**config.mk**
```make
export PLATFORM = sky130hd
export DESIGN_NAME = uart_tx_arbiter
export DESIGN_NICKNAME = d
export VERILOG_FILES = /design/src/rtl/uart_tx_arbiter.sv
export SDC_FILE = /design/constraint.sdc
export NUM_CORES = 1
export LEC_CHECK = 0
export ABC_CLOCK_PERIOD_IN_PS = 5800
export BUFFER_PORTS_ARGS = -buffer_cell sky130_fd_sc_hd__buf_2
export CAP_MARGIN = 5
export CORE_MARGIN = 4
export CORE_UTILIZATION = 57
export DETAILED_ROUTE_END_ITERATION = 10
export MAX_ROUTING_LAYER = met4
export PLACE_DENSITY = 0.92
export SLEW_MARGIN = 20
export SYNTH_ARGS = -nofsm -noshare
export SYNTH_HDL_FRONTEND = slang
export SYNTH_SLANG_ARGS = --single-unit
export TNS_END_PERCENT = 5
```
**constraint.sdc**
```tcl
create_clock -name clock -period 5.8 [get_ports clock]
set_input_delay 0.29 -clock clock [delete_from_list [all_inputs] [get_ports clock]]
set_output_delay 0.29 -clock clock [all_outputs]
set_load 0.05 [all_outputs]
```
**src/rtl/uart_tx_arbiter.sv**
```systemverilog
// Round-robin arbiter that shares one UART transmitter between NUM_REQ byte producers.
// Each transfer is followed by a fixed idle gap, and a watchdog aborts a transfer whose tx_done never arrives.
module uart_tx_arbiter #(
   parameter int NUM_REQ        = 4,
   parameter int GAP_CYCLES     = 2,
   parameter int TIMEOUT_CYCLES = 16384,
   localparam int ID_W          = (NUM_REQ > 1) ? $clog2(NUM_REQ) : 1
) (
   input  logic                 clock,
   input  logic                 reset,
   input  logic [NUM_REQ-1:0]   req,
   input  logic [8*NUM_REQ-1:0] req_data,
   output logic [NUM_REQ-1:0]   ack,
   output logic [ID_W-1:0]      grant_id,
   output logic                 busy,
   output logic                 timeout_err,
   output logic [7:0]           uart_tx_data,
   output logic                 uart_tx_ready,
   input  logic                 uart_tx_done
);

   localparam int WD_W  = $clog2(TIMEOUT_CYCLES + 1);
   localparam int GAP_W = $clog2(GAP_CYCLES + 1);
   localparam int CW    = ID_W + 1;
   localparam logic [WD_W-1:0]  WD_LAST  = WD_W'(TIMEOUT_CYCLES - 1);
   localparam logic [GAP_W-1:0] GAP_LAST = GAP_W'(GAP_CYCLES - 1);
   localparam logic [ID_W-1:0]  ID_LAST  = ID_W'(NUM_REQ - 1);
   localparam logic [CW-1:0]    CAND_N   = CW'(NUM_REQ);

   typedef enum logic [1:0] {
      S_IDLE = 2'd0,
      S_SEND = 2'd1,
      S_GAP  = 2'd2
   } state_t;

   state_t             r_state;
   logic [ID_W-1:0]    r_ptr;
   logic [WD_W-1:0]    r_wdog;
   logic [GAP_W-1:0]   r_gap;
   logic               r_done_q;
   logic [NUM_REQ-1:0] r_ack;
   logic [ID_W-1:0]    r_grant_id;
   logic               r_busy;
   logic               r_timeout_err;
   logic [7:0]         r_tx_data;
   logic               r_tx_ready;

   state_t             w_state_nxt;
   logic [ID_W-1:0]    w_ptr_nxt;
   logic [WD_W-1:0]    w_wdog_nxt;
   logic [GAP_W-1:0]   w_gap_nxt;
   logic [NUM_REQ-1:0] w_ack_nxt;
   logic [ID_W-1:0]    w_grant_id_nxt;
   logic               w_busy_nxt;
   logic               w_timeout_err_nxt;
   logic [7:0]         w_tx_data_nxt;
   logic               w_tx_ready_nxt;

   logic               w_found;
   logic [ID_W-1:0]    w_winner;
   logic [CW-1:0]      w_cand;
   logic               w_done_rise;
   logic [ID_W-1:0]    w_ptr_after;
   logic [7:0]         w_win_byte;

   assign w_done_rise = uart_tx_done & ~r_done_q;
   assign w_win_byte  = req_data[8*int'(w_winner) +: 8];
   assign w_ptr_after = (w_winner == ID_LAST) ? '0 : w_winner + ID_W'(1);

   // Round-robin search: first asserted request at or above r_ptr, wrapping past the top index.
   always_comb begin
      w_found  = 1'b0;
      w_winner = '0;
      w_cand   = '0;
      for (int k = 0; k < NUM_REQ; k++) begin
         w_cand = {1'b0, r_ptr} + CW'(k);
         if (w_cand >= CAND_N) begin
            w_cand = w_cand - CAND_N;
         end else begin
            w_cand = w_cand;
         end
         if (!w_found && req[w_cand[ID_W-1:0]]) begin
            w_found  = 1'b1;
            w_winner = w_cand[ID_W-1:0];
         end else begin
            w_found  = w_found;
         end
      end
   end

   // Next-state and next-output logic for the grant / send / gap sequence.
   always_comb begin
      w_state_nxt       = r_state;
      w_ptr_nxt         = r_ptr;
      w_wdog_nxt        = r_wdog;
      w_gap_nxt         = r_gap;
      w_ack_nxt         = '0;
      w_grant_id_nxt    = r_grant_id;
      w_timeout_err_nxt = r_timeout_err;
      w_tx_data_nxt     = r_tx_data;
      w_tx_ready_nxt    = r_tx_ready;
      case (r_state)
         S_IDLE: begin
            if (w_found) begin
               w_tx_data_nxt            = w_win_byte;
               w_tx_ready_nxt           = 1'b1;
               w_ack_nxt[w_winner]      = 1'b1;
               w_grant_id_nxt           = w_winner;
               w_ptr_nxt                = w_ptr_after;
               w_wdog_nxt               = '0;
               w_state_nxt              = S_SEND;
            end else begin
               w_tx_ready_nxt = 1'b0;
            end
         end
         S_SEND: begin
            // A completion edge wins over a watchdog expiry landing on the same cycle.
            if (w_done_rise) begin
               w_tx_ready_nxt = 1'b0;
               w_gap_nxt      = '0;
               w_state_nxt    = S_GAP;
            end else if (r_wdog == WD_LAST) begin
               w_timeout_err_nxt = 1'b1;
               w_tx_ready_nxt    = 1'b0;
               w_gap_nxt         = '0;
               w_state_nxt       = S_GAP;
            end else begin
               w_wdog_nxt = r_wdog + WD_W'(1);
            end
         end
         S_GAP: begin
            w_tx_ready_nxt = 1'b0;
            if (r_gap == GAP_LAST) begin
               w_gap_nxt   = '0;
               w_state_nxt = S_IDLE;
            end else begin
               w_gap_nxt = r_gap + GAP_W'(1);
            end
         end
         default: begin
            w_tx_ready_nxt = 1'b0;
            w_state_nxt    = S_IDLE;
         end
      endcase
      w_busy_nxt = (w_state_nxt != S_IDLE);
   end

   // State, counters and registered outputs; reset abandons any transfer in flight.
   always_ff @(posedge clock) begin
      if (reset) begin
         r_state       <= S_IDLE;
         r_ptr         <= '0;
         r_wdog        <= '0;
         r_gap         <= '0;
         r_done_q      <= 1'b0;
         r_ack         <= '0;
         r_grant_id    <= '0;
         r_busy        <= 1'b0;
         r_timeout_err <= 1'b0;
         r_tx_data     <= 8'h00;
         r_tx_ready    <= 1'b0;
      end else begin
         r_state       <= w_state_nxt;
         r_ptr         <= w_ptr_nxt;
         r_wdog        <= w_wdog_nxt;
         r_gap         <= w_gap_nxt;
         r_done_q      <= uart_tx_done;
         r_ack         <= w_ack_nxt;
         r_grant_id    <= w_grant_id_nxt;
         r_busy        <= w_busy_nxt;
         r_timeout_err <= w_timeout_err_nxt;
         r_tx_data     <= w_tx_data_nxt;
         r_tx_ready    <= w_tx_ready_nxt;
      end
   end

   assign ack           = r_ack;
   assign grant_id      = r_grant_id;
   assign busy          = r_busy;
   assign timeout_err   = r_timeout_err;
   assign uart_tx_data  = r_tx_data;
   assign uart_tx_ready = r_tx_ready;

endmodule

```
# == Word level (Yosys, flattened, before mapping) ==
# Index checks and enable logic that the tools add are counted.
# word_totals
output_inout_bits,17
reg_bits,39
word_cells,102
# op_classes
n_reduce_logical,16
n_mux,40
n_shift,1
n_addsub,10
bitwise_logic,5
eq_ne,9
magnitude_cmp,10
# op_table
cell,count
2-to-1 mux 15 bit,3
2-to-1 mux 2 bit,16
variable part select 32 x 6 -> 8 bit,1
one-hot mux 15 bit (2 select lines),1
adder 15 x 1 -> 15 bit (second input constant),1
equality test 15 x 14 -> 1 bit (second input constant),1
< comparator 2 x 3 -> 1 bit (second input constant),5
2-to-1 mux 1 bit,12
greater-or-equal comparator 3 bit (second input constant),3
binary-select mux 1 bit (select 2 bit),4
subtractor 2 x 1 -> 2 bit (second input constant),4
adder 2 x 2 -> 3 bit (second input constant),2
inequality test 2 bit (second input constant),3
one-hot mux 2 bit (3 select lines),1
nonzero test 2 bit,3
adder 2 x 1 -> 2 bit (second input constant),2
equality test 2 x 1 -> 1 bit (second input constant),2
equality test 2 bit (second input constant),2
logical AND 1 bit,4
NOT 1 bit,4
one-hot mux 2 bit (2 select lines),1
AND reduction 2 bit,2
AND reduction 4 bit,1
adder 2 x 1 -> 3 bit (second input constant),1
other kinds (10),12

# == Depth between registers and ports, before layout ==
# depth
depth_word,18
mapped_depth,10
ltp_nobuf,8

# == Least setup slack after synthesis ==
# No wires, ideal clock.
# synth_path
kind,register -> register
from,reg r_wdog[0]
to,reg r_wdog[1]
synth_period_minus_slack_ps,1987
n_path_buf,1
setup_slack_ps,3813
t_required_ps,5685
stages_incl_launch_ff,8
t_arrival_ps,1872
cell_sequence,dfxtp_1 -> ha_1 -> nand4b_1 -> or4_4 -> a31oi_4 -> buf_8 -> mux2i_1 -> nor2_2
# synth_via
elab_chain_cells,4
# synth_rtl
item,line,rtl
"start, declared",38,logic [WD_W-1:0] r_wdog;
"start signal, assigned",165,r_wdog <= w_wdog_nxt;
adder 15 x 1 -> 15 bit,128,w_wdog_nxt = r_wdog + WD_W'(1);
2-to-1 mux 15 bit,122,end else if (r_wdog == WD_LAST) begin
2-to-1 mux 15 bit,118,if (w_done_rise) begin
one-hot mux 15 bit (2 select lines),102,case (r_state)
# Parallel ways exist; a longest one is shown, timed or not. The select of a mux whose other input is x is not followed.
# A chain may end at the register's enable or synchronous reset.

# == Final worst setup path ==
# layout_path
from,reg r_ptr[0]
to,reg r_ptr[0]
# layout_via
elab_chain_cells,16
# layout_rtl
item,line,rtl
"start, declared",37,logic [ID_W-1:0] r_ptr;
"start signal, assigned",164,r_ptr <= w_ptr_nxt;
branches (longest 13 deep; another with adder 2 x 1 -> 3 bit),n/a,
2-to-1 mux 2 bit *,82,if (!w_found && req[w_cand[ID_W-1:0]]) begin
named net w_winner[0],60,logic [ID_W-1:0] w_winner;
adder 2 x 1 -> 2 bit or equality test 2 bit (tied branches),68,assign w_ptr_after = (w_winner == ID_LAST) ? '0 : w_winner + ID_W'(1);
2-to-1 mux 2 bit *,68,
# Mark *: on every way through the listed nets, which the timed path passes. The select of a mux whose other input is x is not followed.

==> metrics.txt <==
Synth Area per Inst=9.24 um^2; Core ar.=3660 um^2; mux contribution to synthesized area=8.76%; CP Data Arrival Time=2.63 ns; RSZ-0062 raised after global routing=false; nets=339; synth cell count leaders=dfxtp_1 (39), mux2i_1 (19), nand2_1 (16); critical path startpoint=r_ptr[0]$_SDFFE_PP0N_; synthesized area=2170 um^2; Rel. slew slack=36.8%; DR iter-0 viols=115; Post-Synth Simple-Gate Area=23.2%; clk slew on worst S/H paths=0.08 ns; largest family of logic cells by synthesized area=simple AND/OR/NAND/NOR gates; setup_tns=0 ns; CP max FO=19; Synth Area in Adders=5.18%; Hold Crit Class=in2reg; detailed placer's ending HPWL=3.62 mm; Clock Latency Late Sink=0.30 ns; GR Overflow Total=0; Cells after Synth=235; Vias=1992; Seq cells post-synth=39; worst path required time=6.04 ns; P per Cell Area=379 nW/um^2; Min Clock Period, post-route=2.39 ns; Layout fillers=263; GR Util All Layers=21.8%; Num CTS Buffers=5; CTS hold repair buffers=0; Hold Fails Final Rpt=0; Layout area overhead=19.5%; CP Capture Type=register; Post-synth EDFFs=0; Core Rows=22; CP startpoint kind=register; Via density=5.86; largest cells by area after synthesis=dfxtp_1 (36%), mux2i_1 (8.8%), ha_1 (5.2%), o221ai_1 (3.2%), a21oi_1 (3.0%); Min Hold Slack=0.276 ns; worst reg2reg path endpoint=r_ptr[0]$_SDFFE_PP0N_; top cell type's share of synthesized area=35.9%; FF-to-FF path depth=8; CP endpoint=r_ptr[0]$_SDFFE_PP0N_; final period utilization=41.2%; VDD IR max=166 uV; Seq. cell area=781 um^2; DIE WIDTH=69.7 um; status=finished clean; Max Slew Vio Count=0; Total Routed Length=4.98 mm; most common cell in the netlist=dfxtp_1; post-route ant nets=0; Net Count, Synth=283; post-CTS setup buffers=0; first drt pass iteration count=4; largest net degree at the start of global routing=23; Synth async-reset ratio=0%; Setup violations, final=0; Worst R2R Start=r_ptr[0]$_SDFFE_PP0N_; number of global-route vias before repair=1870; clock buffer depth=2; Post-synth top flop=dfxtp_1; # port buffers=55; CTS tree=built; clock skew=0.0112 ns; Post-Synth XOR/XNOR Area=1.61%; Clock Sinks=39; Crit Path Category=reg2reg; antenna cells=0; I/O pins=56; Lkg Pwr=0.00114 uW; drt drc=0; Synth Area in Compound Gates=20.3%; Root Buffer=clkbuf_8; yosys synthesis warning count=0; worst slew pin tran=0.948 ns; f_max=418 MHz; initial antenna violation count=0; Resize count post-CTS=0; synth unique cells=55; RePlAce Congestion=0.943; Yosys top cell by area=dfxtp_1; Avg WL per Cell=14.7 um; Die ar.=4860 um^2; area of the multi-input gates=1280 um^2; Max-cap violations=0; die height=69.7 um; H-Tree Depth=2; post-synthesis sequential area ratio=35.9%; share of cells above drive strength 1=30.5%; first-pass GRT wire length=8.48 mm; setup slack, reg-to-reg=3.41 ns; initial core utilization=59.3%
==> worst max-delay path, stage by stage (launching register included) <==
cell	delay [ns]
dfxtp_1	0.35
or2b_1	0.22
a21boi_0	0.24
or3b_1	0.78
inv_1	0.16
ha_1	0.24
nor2_1	0.10
o21ai_0	0.09
a21oi_1	0.14
==> flip-flops by register name, summed over array words and instances, names as in the netlist <==
register       flops
uart_tx_data       8
r_done_q           1
busy               1
r_wdog            15
timeout_err        1
ack                4
r_state            2
r_ptr              2
grant_id           2
r_gap              2
uart_tx_ready      1
==> layer usage <==
metal	global-route usage [%]	share of wire, %	up-vias	wire, um
li1	-	-	973	-
met1	26.3	43	945	2140
met2	34.9	49	62	2450
met3	5.22	5.8	12	288
met4	9.15	2.0	0	101
met5	-	0	-	0
==> power by group <==
part	total, uW	switching (uW)	leakage, uW	internal, uW
sequential	332	23.4	0.000319	308
clock	271	99.4	0.0000644	172
combinational	381	260	0.000757	121
==> worst min path at each step <==
stage / slack (ns) / cells past startpoint / to / start
after floorplan: 0.41 / 2 / r_gap[1]$_SDFFE_PP0P_ / r_gap[1]$_SDFFE_PP0P_
after global placement: 0.41 / 2 / r_gap[1]$_SDFFE_PP0P_ / r_gap[1]$_SDFFE_PP0P_
after detailed placement: 0.42 / 2 / r_wdog[14]$_SDFFE_PP0P_ / r_wdog[14]$_SDFFE_PP0P_
after CTS: 0.27 / 3 / uart_tx_data[6]$_SDFFE_PP0N_ / req_data[30]
after global routing: 0.29 / 2 / r_done_q$_SDFF_PP0_ / uart_tx_done
final: 0.28 / 3 / uart_tx_data[6]$_SDFFE_PP0N_ / req_data[30]
==> layout make-up <==
type / instances / area share [%]
clock inverters: 3 / 2.60
repair buffers: 56 / 10.9
well taps: 48 / 2.31
clock buffers: 5 / 2.65
flip-flops and latches: 39 / 30.1
multi-input cells: 175 / 49.4
inverters: 14 / 2.03
==> cells by family (layout without fill, tap and decap cells) <==
| group | Yosys count | count (layout) |
|---|---|---|
| xor gates and xnor gates | 4 | 4 |
| adders and majority gates | 9 | 9 |
| muxes | 19 | 19 |
| AOI/OAI and AO/OA | 56 | 56 |
| buffers and inverters | 21 | 78 |
| DFF | 39 | 39 |
| and+or+nand+nor | 87 | 87 |
==> cells in the final DEF (no fill, tap or decap), types with 2 or more instances in the layout <==
master / n
buf_2: 55
dfxtp_1: 39
mux2i_1: 19
nand2_1: 16
nor2_1: 14
inv_1: 14
a21oi_1: 13
ha_1: 9
nand3b_1: 8
o221ai_1: 8
and2_1: 7
nand3_1: 6
or3_2: 6
a21oi_2: 6
nand4_1: 5
clkbuf_8: 5
nand2b_1: 4
o21ai_0: 4
xnor2_1: 3
o21ai_2: 3
o21ai_1: 3
or3_1: 2
or2b_1: 2
nor2_2: 2
or2_0: 2
or4_4: 2
a211oi_1: 2
o211a_1: 2
and3_1: 2
or2_2: 2
bufinv_16: 2
==> stage by stage <==
stage	total power (uW)	util [%]	setup slack [ns]	cell area (um^2)	std cells
finish	984	70.9	3.41	2590	340
CTS	988	70.9	3.40	2590	340
detailed placement	716	67.2	3.30	2460	332
floorplan	646	-	3.81	2170	235
global placement	708	67.2	3.45	2460	332
global route	1030	70.9	3.20	2590	340
Note: power is estimated with default switching activity, not from simulation.
